## src/rtl/alu_ctrl_pkg.sv

```systemverilog
// Shared encodings for the multicycle ALU control unit: FSM states,
// instruction field layout, ALU opcodes, datapath mux selects, flag
// bit positions and condition-code evaluation.
package alu_ctrl_pkg;

  typedef enum logic [3:0] {
    S_FETCH,
    S_DECODE,
    S_EXEC_R,
    S_EXEC_I,
    S_MEM_ADR,
    S_MEM_RD,
    S_MEM_WB,
    S_MEM_WR,
    S_ALU_WB,
    S_BRANCH
  } state_t;

  // IR field layout, MSB first
  typedef struct packed {
    logic [3:0]  cond;
    logic [1:0]  op;
    logic        i;
    logic [3:0]  cmd;
    logic        s;     // S for data processing, L for memory ops
    logic [12:0] rsvd_hi;
    logic [1:0]  sh;
    logic [4:0]  rsvd_lo;
  } instr_t;

  // ALU opcodes
  localparam logic [3:0] ALU_ADD = 4'b0000;
  localparam logic [3:0] ALU_SUB = 4'b0001;
  localparam logic [3:0] ALU_MUL = 4'b0010;
  localparam logic [3:0] ALU_SRL = 4'b0011;
  localparam logic [3:0] ALU_SLL = 4'b0100;
  localparam logic [3:0] ALU_SRA = 4'b0101;

  // op field
  localparam logic [1:0] OP_DP    = 2'b00;
  localparam logic [1:0] OP_MEM   = 2'b01;
  localparam logic [1:0] OP_BR    = 2'b10;

  // cmd field
  localparam logic [3:0] CMD_ADD   = 4'b0100;
  localparam logic [3:0] CMD_SUB   = 4'b0010;
  localparam logic [3:0] CMD_CMP   = 4'b1010;
  localparam logic [3:0] CMD_MUL   = 4'b0001;
  localparam logic [3:0] CMD_SHIFT = 4'b1101;

  // shift type
  localparam logic [1:0] SH_SLL = 2'b00;
  localparam logic [1:0] SH_SRL = 2'b01;
  localparam logic [1:0] SH_SRA = 2'b10;

  // mux selects
  localparam logic [1:0] SRCA_REG  = 2'b00;
  localparam logic [1:0] SRCA_PC   = 2'b01;
  localparam logic [1:0] SRCA_ALUO = 2'b10;
  localparam logic [1:0] SRCB_REG  = 2'b00;
  localparam logic [1:0] SRCB_IMM  = 2'b01;
  localparam logic [1:0] SRCB_4    = 2'b10;
  localparam logic [1:0] IMM_DP8   = 2'b00;
  localparam logic [1:0] IMM_MEM12 = 2'b01;
  localparam logic [1:0] IMM_BR24  = 2'b10;
  localparam logic [1:0] RES_ALUO  = 2'b00;
  localparam logic [1:0] RES_MEM   = 2'b01;
  localparam logic [1:0] RES_ALU   = 2'b10;

  // condition codes
  localparam logic [3:0] COND_EQ = 4'h0;
  localparam logic [3:0] COND_NE = 4'h1;
  localparam logic [3:0] COND_CS = 4'h2;
  localparam logic [3:0] COND_CC = 4'h3;
  localparam logic [3:0] COND_MI = 4'h4;
  localparam logic [3:0] COND_PL = 4'h5;
  localparam logic [3:0] COND_VS = 4'h6;
  localparam logic [3:0] COND_VC = 4'h7;
  localparam logic [3:0] COND_HI = 4'h8;
  localparam logic [3:0] COND_LS = 4'h9;
  localparam logic [3:0] COND_GE = 4'hA;
  localparam logic [3:0] COND_LT = 4'hB;
  localparam logic [3:0] COND_GT = 4'hC;
  localparam logic [3:0] COND_LE = 4'hD;
  localparam logic [3:0] COND_AL = 4'hE;

  // flag bit indices within {N,Z,C,V}
  localparam int FLAG_N = 3;
  localparam int FLAG_Z = 2;
  localparam int FLAG_C = 1;
  localparam int FLAG_V = 0;

  // condition pass/fail against a flag snapshot
  function automatic logic cond_eval(input logic [3:0] cond, input logic [3:0] f);
    logic n, z, c, v;
    n = f[FLAG_N];
    z = f[FLAG_Z];
    c = f[FLAG_C];
    v = f[FLAG_V];
    case (cond)
      COND_EQ: cond_eval = z;
      COND_NE: cond_eval = !z;
      COND_CS: cond_eval = c;
      COND_CC: cond_eval = !c;
      COND_MI: cond_eval = n;
      COND_PL: cond_eval = !n;
      COND_VS: cond_eval = v;
      COND_VC: cond_eval = !v;
      COND_HI: cond_eval = c && !z;
      COND_LS: cond_eval = !c || z;
      COND_GE: cond_eval = (n == v);
      COND_LT: cond_eval = (n != v);
      COND_GT: cond_eval = !z && (n == v);
      COND_LE: cond_eval = z || (n != v);
      COND_AL: cond_eval = 1'b1;
      default: cond_eval = 1'b0;
    endcase
  endfunction

endpackage

```

## src/rtl/alu_ctrl_fsm_cond_unit.sv

```systemverilog
// NZCV flag register plus condition evaluation. The pass/fail result is
// captured when the instruction leaves DECODE so that writeback gating
// keeps seeing the pre-update flags even after an S-suffixed EXEC edge
// has rewritten the flag register.
module cond_unit
  import alu_ctrl_pkg::*;
#(
  parameter int                FLAG_W      = 4,
  parameter logic [FLAG_W-1:0] RESET_FLAGS = '0
) (
  input  logic              clk,
  input  logic              reset,
  input  logic [3:0]        cond,
  input  logic [FLAG_W-1:0] flags,
  input  logic              flag_we,
  input  logic              cond_ld,
  output logic [FLAG_W-1:0] flags_q,
  output logic              cond_ex
);

  logic cond_live;
  logic cond_q;

  assign cond_live = cond_eval(cond, flags_q);

  // flag register, loaded from the ALU on a qualified EXEC edge
  always_ff @(posedge clk) begin
    if (reset)        flags_q <= RESET_FLAGS;
    else if (flag_we) flags_q <= flags;
  end

  // condition result frozen at the DECODE edge for the rest of the instruction
  always_ff @(posedge clk) begin
    if (reset)        cond_q <= 1'b0;
    else if (cond_ld) cond_q <= cond_live;
  end

  assign cond_ex = cond_q;

endmodule

```

## src/rtl/alu_ctrl_fsm.sv

```systemverilog
// Multicycle control unit: sequences fetch/decode/execute/memory/writeback,
// drives ALU and datapath mux selects, and gates architectural writes with
// the instruction's condition code.
module alu_ctrl_fsm
  import alu_ctrl_pkg::*;
#(
  parameter int                ALU_CTRL_W  = 4,
  parameter int                FLAG_W      = 4,
  parameter logic [FLAG_W-1:0] RESET_FLAGS = '0
) (
  input  logic                  clk,
  input  logic                  reset,
  input  logic [31:0]           instr,
  input  logic [FLAG_W-1:0]     alu_flags,
  input  logic                  mem_ready,
  output logic [ALU_CTRL_W-1:0] alu_control,
  output logic [1:0]            alu_src_a,
  output logic [1:0]            alu_src_b,
  output logic [1:0]            imm_src,
  output logic [1:0]            result_src,
  output logic                  adr_src,
  output logic                  ir_write,
  output logic                  pc_write,
  output logic                  reg_write,
  output logic                  mem_write,
  output logic [FLAG_W-1:0]     flags_q,
  output logic                  illegal
);

  instr_t     ir;
  state_t     state, state_nx;
  logic       cond_ex;
  logic       flag_we;
  logic       cond_ld;
  logic       cmd_ok;
  logic       is_cmp;
  logic [3:0] dp_op;
  logic [3:0] alu_op;

  assign ir = instr_t'(instr);

  cond_unit #(
    .FLAG_W      (FLAG_W),
    .RESET_FLAGS (RESET_FLAGS)
  ) u_cond (
    .clk     (clk),
    .reset   (reset),
    .cond    (ir.cond),
    .flags   (alu_flags),
    .flag_we (flag_we),
    .cond_ld (cond_ld),
    .flags_q (flags_q),
    .cond_ex (cond_ex)
  );

  // data-processing cmd/sh to ALU opcode; flags unknown encodings
  always_comb begin
    dp_op  = ALU_ADD;
    cmd_ok = 1'b1;
    is_cmp = 1'b0;
    case (ir.cmd)
      CMD_ADD: dp_op = ALU_ADD;
      CMD_SUB: dp_op = ALU_SUB;
      CMD_CMP: begin
        dp_op  = ALU_SUB;
        is_cmp = 1'b1;
      end
      CMD_MUL: dp_op = ALU_MUL;
      CMD_SHIFT: begin
        case (ir.sh)
          SH_SLL:  dp_op = ALU_SLL;
          SH_SRL:  dp_op = ALU_SRL;
          SH_SRA:  dp_op = ALU_SRA;
          default: cmd_ok = 1'b0;
        endcase
      end
      default: cmd_ok = 1'b0;
    endcase
  end

  // state register
  always_ff @(posedge clk) begin
    if (reset) state <= S_FETCH;
    else       state <= state_nx;
  end

  // next state and output decode; reset forces every output to idle
  always_comb begin
    state_nx   = state;
    alu_op     = ALU_ADD;
    alu_src_a  = SRCA_REG;
    alu_src_b  = SRCB_REG;
    imm_src    = IMM_DP8;
    result_src = RES_ALUO;
    adr_src    = 1'b0;
    ir_write   = 1'b0;
    pc_write   = 1'b0;
    reg_write  = 1'b0;
    mem_write  = 1'b0;
    illegal    = 1'b0;
    flag_we    = 1'b0;
    cond_ld    = 1'b0;
    case (state)
      S_FETCH: begin
        alu_src_a = SRCA_PC;
        alu_src_b = SRCB_4;
        ir_write  = mem_ready;
        pc_write  = mem_ready;
        if (mem_ready) state_nx = S_DECODE;
      end
      S_DECODE: begin
        alu_src_a = SRCA_PC;
        alu_src_b = SRCB_4;
        cond_ld   = 1'b1;
        case (ir.op)
          OP_DP:   state_nx = ir.i ? S_EXEC_I : S_EXEC_R;
          OP_MEM:  state_nx = S_MEM_ADR;
          OP_BR:   state_nx = S_BRANCH;
          default: begin
            state_nx = S_FETCH;
            illegal  = 1'b1;
          end
        endcase
      end
      S_EXEC_R, S_EXEC_I: begin
        alu_op    = dp_op;
        alu_src_b = (state == S_EXEC_I) ? SRCB_IMM : SRCB_REG;
        illegal   = !cmd_ok;
        flag_we   = cmd_ok && cond_ex && (ir.s || is_cmp);
        state_nx  = (is_cmp || !cmd_ok) ? S_FETCH : S_ALU_WB;
      end
      S_ALU_WB: begin
        result_src = RES_ALUO;
        reg_write  = cond_ex;
        state_nx   = S_FETCH;
      end
      S_MEM_ADR: begin
        alu_src_b = SRCB_IMM;
        imm_src   = IMM_MEM12;
        state_nx  = ir.s ? S_MEM_RD : S_MEM_WR;
      end
      S_MEM_RD: begin
        adr_src = 1'b1;
        if (mem_ready) state_nx = S_MEM_WB;
      end
      S_MEM_WB: begin
        result_src = RES_MEM;
        reg_write  = cond_ex;
        state_nx   = S_FETCH;
      end
      S_MEM_WR: begin
        adr_src   = 1'b1;
        mem_write = cond_ex;
        if (mem_ready) state_nx = S_FETCH;
      end
      S_BRANCH: begin
        alu_src_a  = SRCA_ALUO;
        alu_src_b  = SRCB_IMM;
        imm_src    = IMM_BR24;
        result_src = RES_ALU;
        pc_write   = cond_ex;
        state_nx   = S_FETCH;
      end
      default: state_nx = S_FETCH;
    endcase
    if (reset) begin
      alu_op    = ALU_ADD;
      ir_write  = 1'b0;
      pc_write  = 1'b0;
      reg_write = 1'b0;
      mem_write = 1'b0;
      illegal   = 1'b0;
      flag_we   = 1'b0;
      cond_ld   = 1'b0;
    end
  end

  assign alu_control = ALU_CTRL_W'(alu_op);

endmodule

```

## config.mk

```make
export PLATFORM = sky130hd
export DESIGN_NAME = alu_ctrl_fsm
export DESIGN_NICKNAME = d
export VERILOG_FILES = /design/src/rtl/alu_ctrl_pkg.sv /design/src/rtl/alu_ctrl_fsm_cond_unit.sv /design/src/rtl/alu_ctrl_fsm.sv
export SDC_FILE = /design/constraint.sdc
export NUM_CORES = 1
export LEC_CHECK = 0
export ABC_AREA = 1
export BUFFER_PORTS_ARGS = -buffer_cell sky130_fd_sc_hd__buf_2
export CAP_MARGIN = 10
export CORE_AREA = 5 5 63 65
export DETAILED_ROUTE_END_ITERATION = 16
export DIE_AREA = 0 0 68 70
export SETUP_SLACK_MARGIN = 0.05
export SYNTH_ARGS = -nofsm -noshare
export SYNTH_HDL_FRONTEND = slang
export SYNTH_HIERARCHICAL = 1
export SYNTH_SLANG_ARGS = --single-unit
```

## constraint.sdc

```tcl
create_clock -name clk -period 2.1 [get_ports clk]
set_input_delay 0.525 -clock clk [delete_from_list [all_inputs] [get_ports clk]]
set_output_delay 0.525 -clock clk [all_outputs]
set_load 0.01 [all_outputs]
```

# Word-level counts from Yosys, hierarchy flattened
# Index checks and enable logic that the tools add are counted.
dict set report classes {
  n_eq_ne 37
  mux 37
  reduce_logical 27
}
# operator count
set op_table {}
lappend op_table {{== test 4 bit, second input constant} 11}
lappend op_table {{== test 4 x 3 -> 1 bit, second input constant} 9}
lappend op_table {{two-way mux 4 bit} 6}
lappend op_table {{case mux 4 bit (6 select lines)} 1}
lappend op_table {{== test 4 x 2 -> 1 bit, second input constant} 5}
lappend op_table {{two-way mux 1 bit} 18}
lappend op_table {{case mux 3 bit (3 select lines)} 2}
lappend op_table {{case mux 1 bit (15 select lines)} 1}
lappend op_table {{== test 4 x 1 -> 1 bit, second input constant} 3}
lappend op_table {{case mux 2 bit (2 select lines)} 3}
lappend op_table {{case mux 4 bit (3 select lines)} 1}
lappend op_table {{OR reduction 2 bit} 6}
lappend op_table {{logical NOT 4 bit} 2}
lappend op_table {{!= test 2 bit, second input constant} 3}
lappend op_table {{case mux 1 bit (2 select lines)} 3}
lappend op_table {{case mux 2 bit (3 select lines)} 1}
lappend op_table {{OR reduction 3 bit} 2}
lappend op_table {{logical NOT 1 bit} 5}
lappend op_table {{== test 2 x 1 -> 1 bit, second input constant} 2}
lappend op_table {{== test 2 bit, second input constant} 2}
lappend op_table {{logical AND 1 bit} 4}
lappend op_table {{logical NOT 2 bit} 2}
lappend op_table {{logical OR 1 bit} 4}
lappend op_table {{OR reduction 4 bit} 1}
lappend op_table {{other kinds (4)} 4}
dict set report totals {
  regBits 9
  output_inout_bits 22
  word_cells 104
}

# Longest topological paths before layout
dict set report depth {
  word_depth 8
  ltp_mapped 11
  ltp_nobuf 11
}

# Hierarchy
# Netlist, hierarchy kept.
# module n_inst cells_each area_per_inst_um2 seq_area_each_um2
set by_module_without_submodules {}
lappend by_module_without_submodules {alu_ctrl_fsm 1 108 586.8 80.1}
lappend by_module_without_submodules {cond_unit 1 70 382.9 100.1}

# Least setup slack after synthesis
# Ideal clock, no wire load.
dict set report synth_timing {
  kind {input to output}
  start {in instr[5]}
  end {out alu_control[2]}
  arrival_ns 1.159
  t_required_ns 1.575
  path_slack_ns 0.416
  stages 3
  n_path_buf 0
  path_cell_list {ha_1 > nand3b_1 > nor3_1}
}
dict set report synth_between {
  elab_chain_len 5
  elab_cells_between_ends 7
  cone_classes {eq/ne: 2; mux: 4; reduce/logical: 1}
}
# element line
set synth_rtl {}
lappend synth_rtl {{start, declared} alu_ctrl_fsm.sv:13} ;# input logic [31:0] instr,
lappend synth_rtl {{== test 2 bit, or another cell as far along} alu_ctrl_fsm.sv:70} ;# case (ir.sh)
lappend synth_rtl {{case mux 3 bit (3 select lines) (*)} alu_ctrl_fsm.sv:70}
lappend synth_rtl {{case mux 3 bit (3 select lines) (*)} alu_ctrl_fsm.sv:61} ;# case (ir.cmd)
lappend synth_rtl {{two-way mux 4 bit (*)} alu_ctrl_fsm.sv:103} ;# case (state)
lappend synth_rtl {{two-way mux 4 bit (*)} alu_ctrl_fsm.sv:166} ;# if (reset) begin
lappend synth_rtl {{end, declared} alu_ctrl_fsm.sv:16} ;# output logic [ALU_CTRL_W-1:0] alu_control,
# Mark *: on every way between the ends. The rest lies on a longest branch, timed or not.

# Worst setup path after layout
dict set report layout_timing {
  start {in instr[5]}
  end {out alu_control[0]}
}
# Same word-level chain as after synthesis.

==> run summary <==
From bottom edge to top edge, the die measures roughly 70 um. Counting instances, the worst hold path has a depth of 2. The number of fill cells in the layout came out at roughly 360. The run finished with clean final reports. The leakage power figure is a little under 0.7 nW. The most common cell type on the critical path is buf_2. Dividing the detail-routed via count by the number of cells gives around 4.4.

Input and output buffers added on the ports amount to roughly 40. Setup violations remaining at the end of the flow were counted as 0. The critical path goes through buf_2, inv_1, ha_1, a31o_2, nand2_1, nor2_1, buf_2. Among cell families on the critical path, the largest total delay comes from buffers and inverters. Timing would allow up to 518.6 MHz. The number of enable-type register cells in the synthesized netlist is 0. The worst path needs just under 2 ns of the cycle, external delays included. The global-route usage over all layers is about 12%. The total number of cells along the worst setup path came out at 7. The buffer and inverter count on the worst path is 3.

The clock transition at the registers of the reported paths came out at 0.06 ns. The nature of the critical path endpoint is an output pin. The warning count from the yosys run is 6. The startpoint identified for the worst hold timing path is u_cond/cond_ex. The number of buffers on the longest clock path came out at 2. The weighted congestion at the end of routability-driven global placement is ~0.92. The worst setup path is launched from an input port. Synthesis produced a netlist whose cell count is about 180.

The count of nets left with antenna violations after detail routing is 0. The cell-internal power came out at 0.3165 mW. The die area came out at approximately 4800 sq um. For this block, the routed nets add up to between 2000 and 3000 um of wire. Counting cells, the worst reg-to-reg path comes to 7. The slowest stage of the critical path belongs to the cell ha_1. The largest fanout of any net on the critical path is 3. The detailed placer's ending HPWL came out at ~2300 um. Of all cell types, the one taking the most synthesized area is dfxtp_1. The number of synthesized register bits came out at 9. The core occupancy in the finished layout is approximately two fifths. The clock arrives with between 0.007 and 0.008 ns of skew.

The critical path arrival is approximately 1.4 ns. The top-level I/O count came out at between 60 and 70. The global-route wire length before repair came out at approximately 4700 um. Setup slack on the critical path of the routed design comes to ~0.17 ns.

The clock net in this run drives a total of 9 sinks. IR analysis of the VDD net gives a maximum drop of 0.2147 mV. For this design the total switching power over the nets is between 0.15 and 0.2 mW. The via count of the first global-routing pass is 1,132. For this design the ratio of total power to cell area is approximately 390 nW/um^2. The area of the core is 3284 sq um. The number of distinct library cells after synthesis came out at 25.

The layout net count came out at roughly 270. The TritonCTS clock tree is done. Sequential cells burn a little under two fifths of the power.

In this run the worst hold path is classified as flop to flop. Sorting the synthesized cells by area gives the leading types as dfxtp_1 (19%), nand2_1 (17%), nor2_1 (12%). The later-pin clock latency in the skew report is between 0.2 and 0.3 ns. The total number of vias is roughly 1,200. The post-detailed-route wirelength per cell came out at between 9 and 10 um.

The final count of hold timing violations came to 0. The clock share of power came out at between 20% and 30%. Counting flops with an async set or reset pin after synthesis yields a share of 0%. Overall power consumption after layout is estimated at about 0.49 mW. Setup repair after global routing left no endpoint under its margin. The delay of the slowest cell on the worst path came out at 0.29 ns.

The tree is rooted in a clkbuf_4. In this run, CTS created clock tree buffers numbering 3. In the final layout, the share of cells above drive strength 1 is a little over a quarter. The worst setup path is of the input port to output pin kind. Sorting the synthesized cells by how often they occur yields nand2_1 (45), nor2_1 (32), inv_1 (30). In this run the number of H-tree levels came out at 1.

A synthesized cell averages roughly 5.4 sq um. Of the available clock period, the critical path in the final layout requires 91.82%. Summed over all failing endpoints, the final setup total negative slack is 0 ns. The number of nets in the synthesized netlist is roughly 220. From left edge to right edge, the die measures roughly 68 um. The number of antenna cells inserted is 0. The overall overflow remaining after global route came out at 0. The first TritonRoute pass finished after 4 iterations. In this run the core area contains 21 standard-cell rows. The sequential fraction of the synthesis area came out at between 10% and 20%. The combinational fraction of design power is 34.9%. The DRC violations left is 0.

In this run switching power makes up around a third of total power. The most common cell in the synthesized netlist is nand2_1. The initial utilization of the core area, before any placement, comes to ~30%. The number of max-slew violations in the final report came out at 0. The number of max-cap violations came out at 0. The flip-flop cell with the highest count after synthesis is dfxtp_1. The number of setup buffers added after CTS came out at 0. The top cell type by area accounts for 18.58% of the synthesized area.

The first routing iteration left 46 violations. The largest net degree at the start of global routing is 14. After synthesis the cells add up to between 900 and 1000 sq um. The critical path data required time came out at approximately 1.6 ns. Before CTS, the worst setup slack after placement is between 0.15 and 0.2 ns. The area growth from synthesis to layout is 30.45%. The startpoint identified for the worst register-to-register timing path is state[3].

The number of antenna violations at the first check in global routing is 0. The most critical setup path has its startpoint at instr[5].
[power by group through the flow]
stage	clock, mW	combinational, mW	sequential (mW)
after floorplan	0	0.105	0.188
after global placement	0	0.167	0.191
after detailed placement	0	0.167	0.190
after CTS	0.139	0.167	0.186
after global routing	0.147	0.197	0.188
final	0.131	0.170	0.187
[kinds of logic (layout without fill, tap and decap cells)]
kind of cell / Yosys count / in the layout / synth area share, %
simple gates: 104 / 104 / 45.68
buf+inv: 36 / 80 / 14.84
compound gates: 24 / 24 / 15.36
flops: 9 / 9 / 18.58
fa+ha+maj: 4 / 4 / 5.161
other cells: 1 / 1 / 0.3867
[sequential cells by signal (all words and copies together) (netlist names)]
signal,count
u_cond/cond_ex,1
state,4
u_cond/flags_q,4
[routing by layer]
metal	vias to the layer above	GRT usage, %	part of all wire, %	routed length, um
met1	508	15.40	46	1235
li1	651	-	-	-
met4	0	3.532	0.49	13
met2	31	19.91	47	1243
met5	-	0	0	0
met3	2	2.244	6.2	166
[final timing paths]
kind	endpoint	slack [ns]
worst max-delay path	alu_control[0]	0.17
worst min-delay path	u_cond/cond_ex	0.51
worst min register to register	u_cond/cond_ex	0.51
worst max register to register	u_cond/flags_q[1]	0.69
[per-stage QoR]
step | hold slack, ns | cell area, sq um | std cells
after global routing | 0.5189 | 1265 | 268
after global placement | 0.4967 | 1227 | 264
final | 0.5077 | 1265 | 268
after floorplan | 0.4624 | 969.7 | 178
after detailed placement | 0.5043 | 1227 | 264
after CTS | 0.5087 | 1254 | 268
[cell usage in the layout (no fill, tap or decap), drive strengths merged]
| master | count |
|---|---|
| a211oi | 3 |
| a21oi | 9 |
| a31o | 2 |
| a31oi | 1 |
| buf | 43 |
| clkbuf | 4 |
| conb | 1 |
| dfxtp | 9 |
| ha | 4 |
| inv | 33 |
| nand2 | 46 |
| nand3 | 14 |
| nand3b | 2 |
| nand4 | 3 |
| nor2 | 33 |
| nor3 | 5 |
| nor3b | 1 |
| o21ai | 8 |
| o22ai | 1 |
[cell type report]
cell class / count / area (sq um) / share of cell area (%)
Clock buffer: 4 / 26.28 / 2.077
Inverter: 33 / 123.9 / 9.792
Multi-Input combinational cell: 133 / 655.6 / 51.83
Sequential cell: 9 / 181.4 / 14.34
Tap cell: 46 / 57.56 / 4.550
Timing Repair Buffer: 43 / 220.2 / 17.41
[worst reg2reg max path: stages (launching register included)]
cell	delay [ns]
dfxtp_1	0.34
nor2_1	0.16
nand2_1	0.09
inv_1	0.11
nand3_1	0.09
nor3b_2	0.19
inv_1	0.14
a211oi_1	0.21
[what timing repair did]
action                     4_1_cts  5_1_grt
gates resized for setup          0        4
hold buffers                     0        0
setup endpoints to repair        0        2
Power figures use the tool's default switching activity.
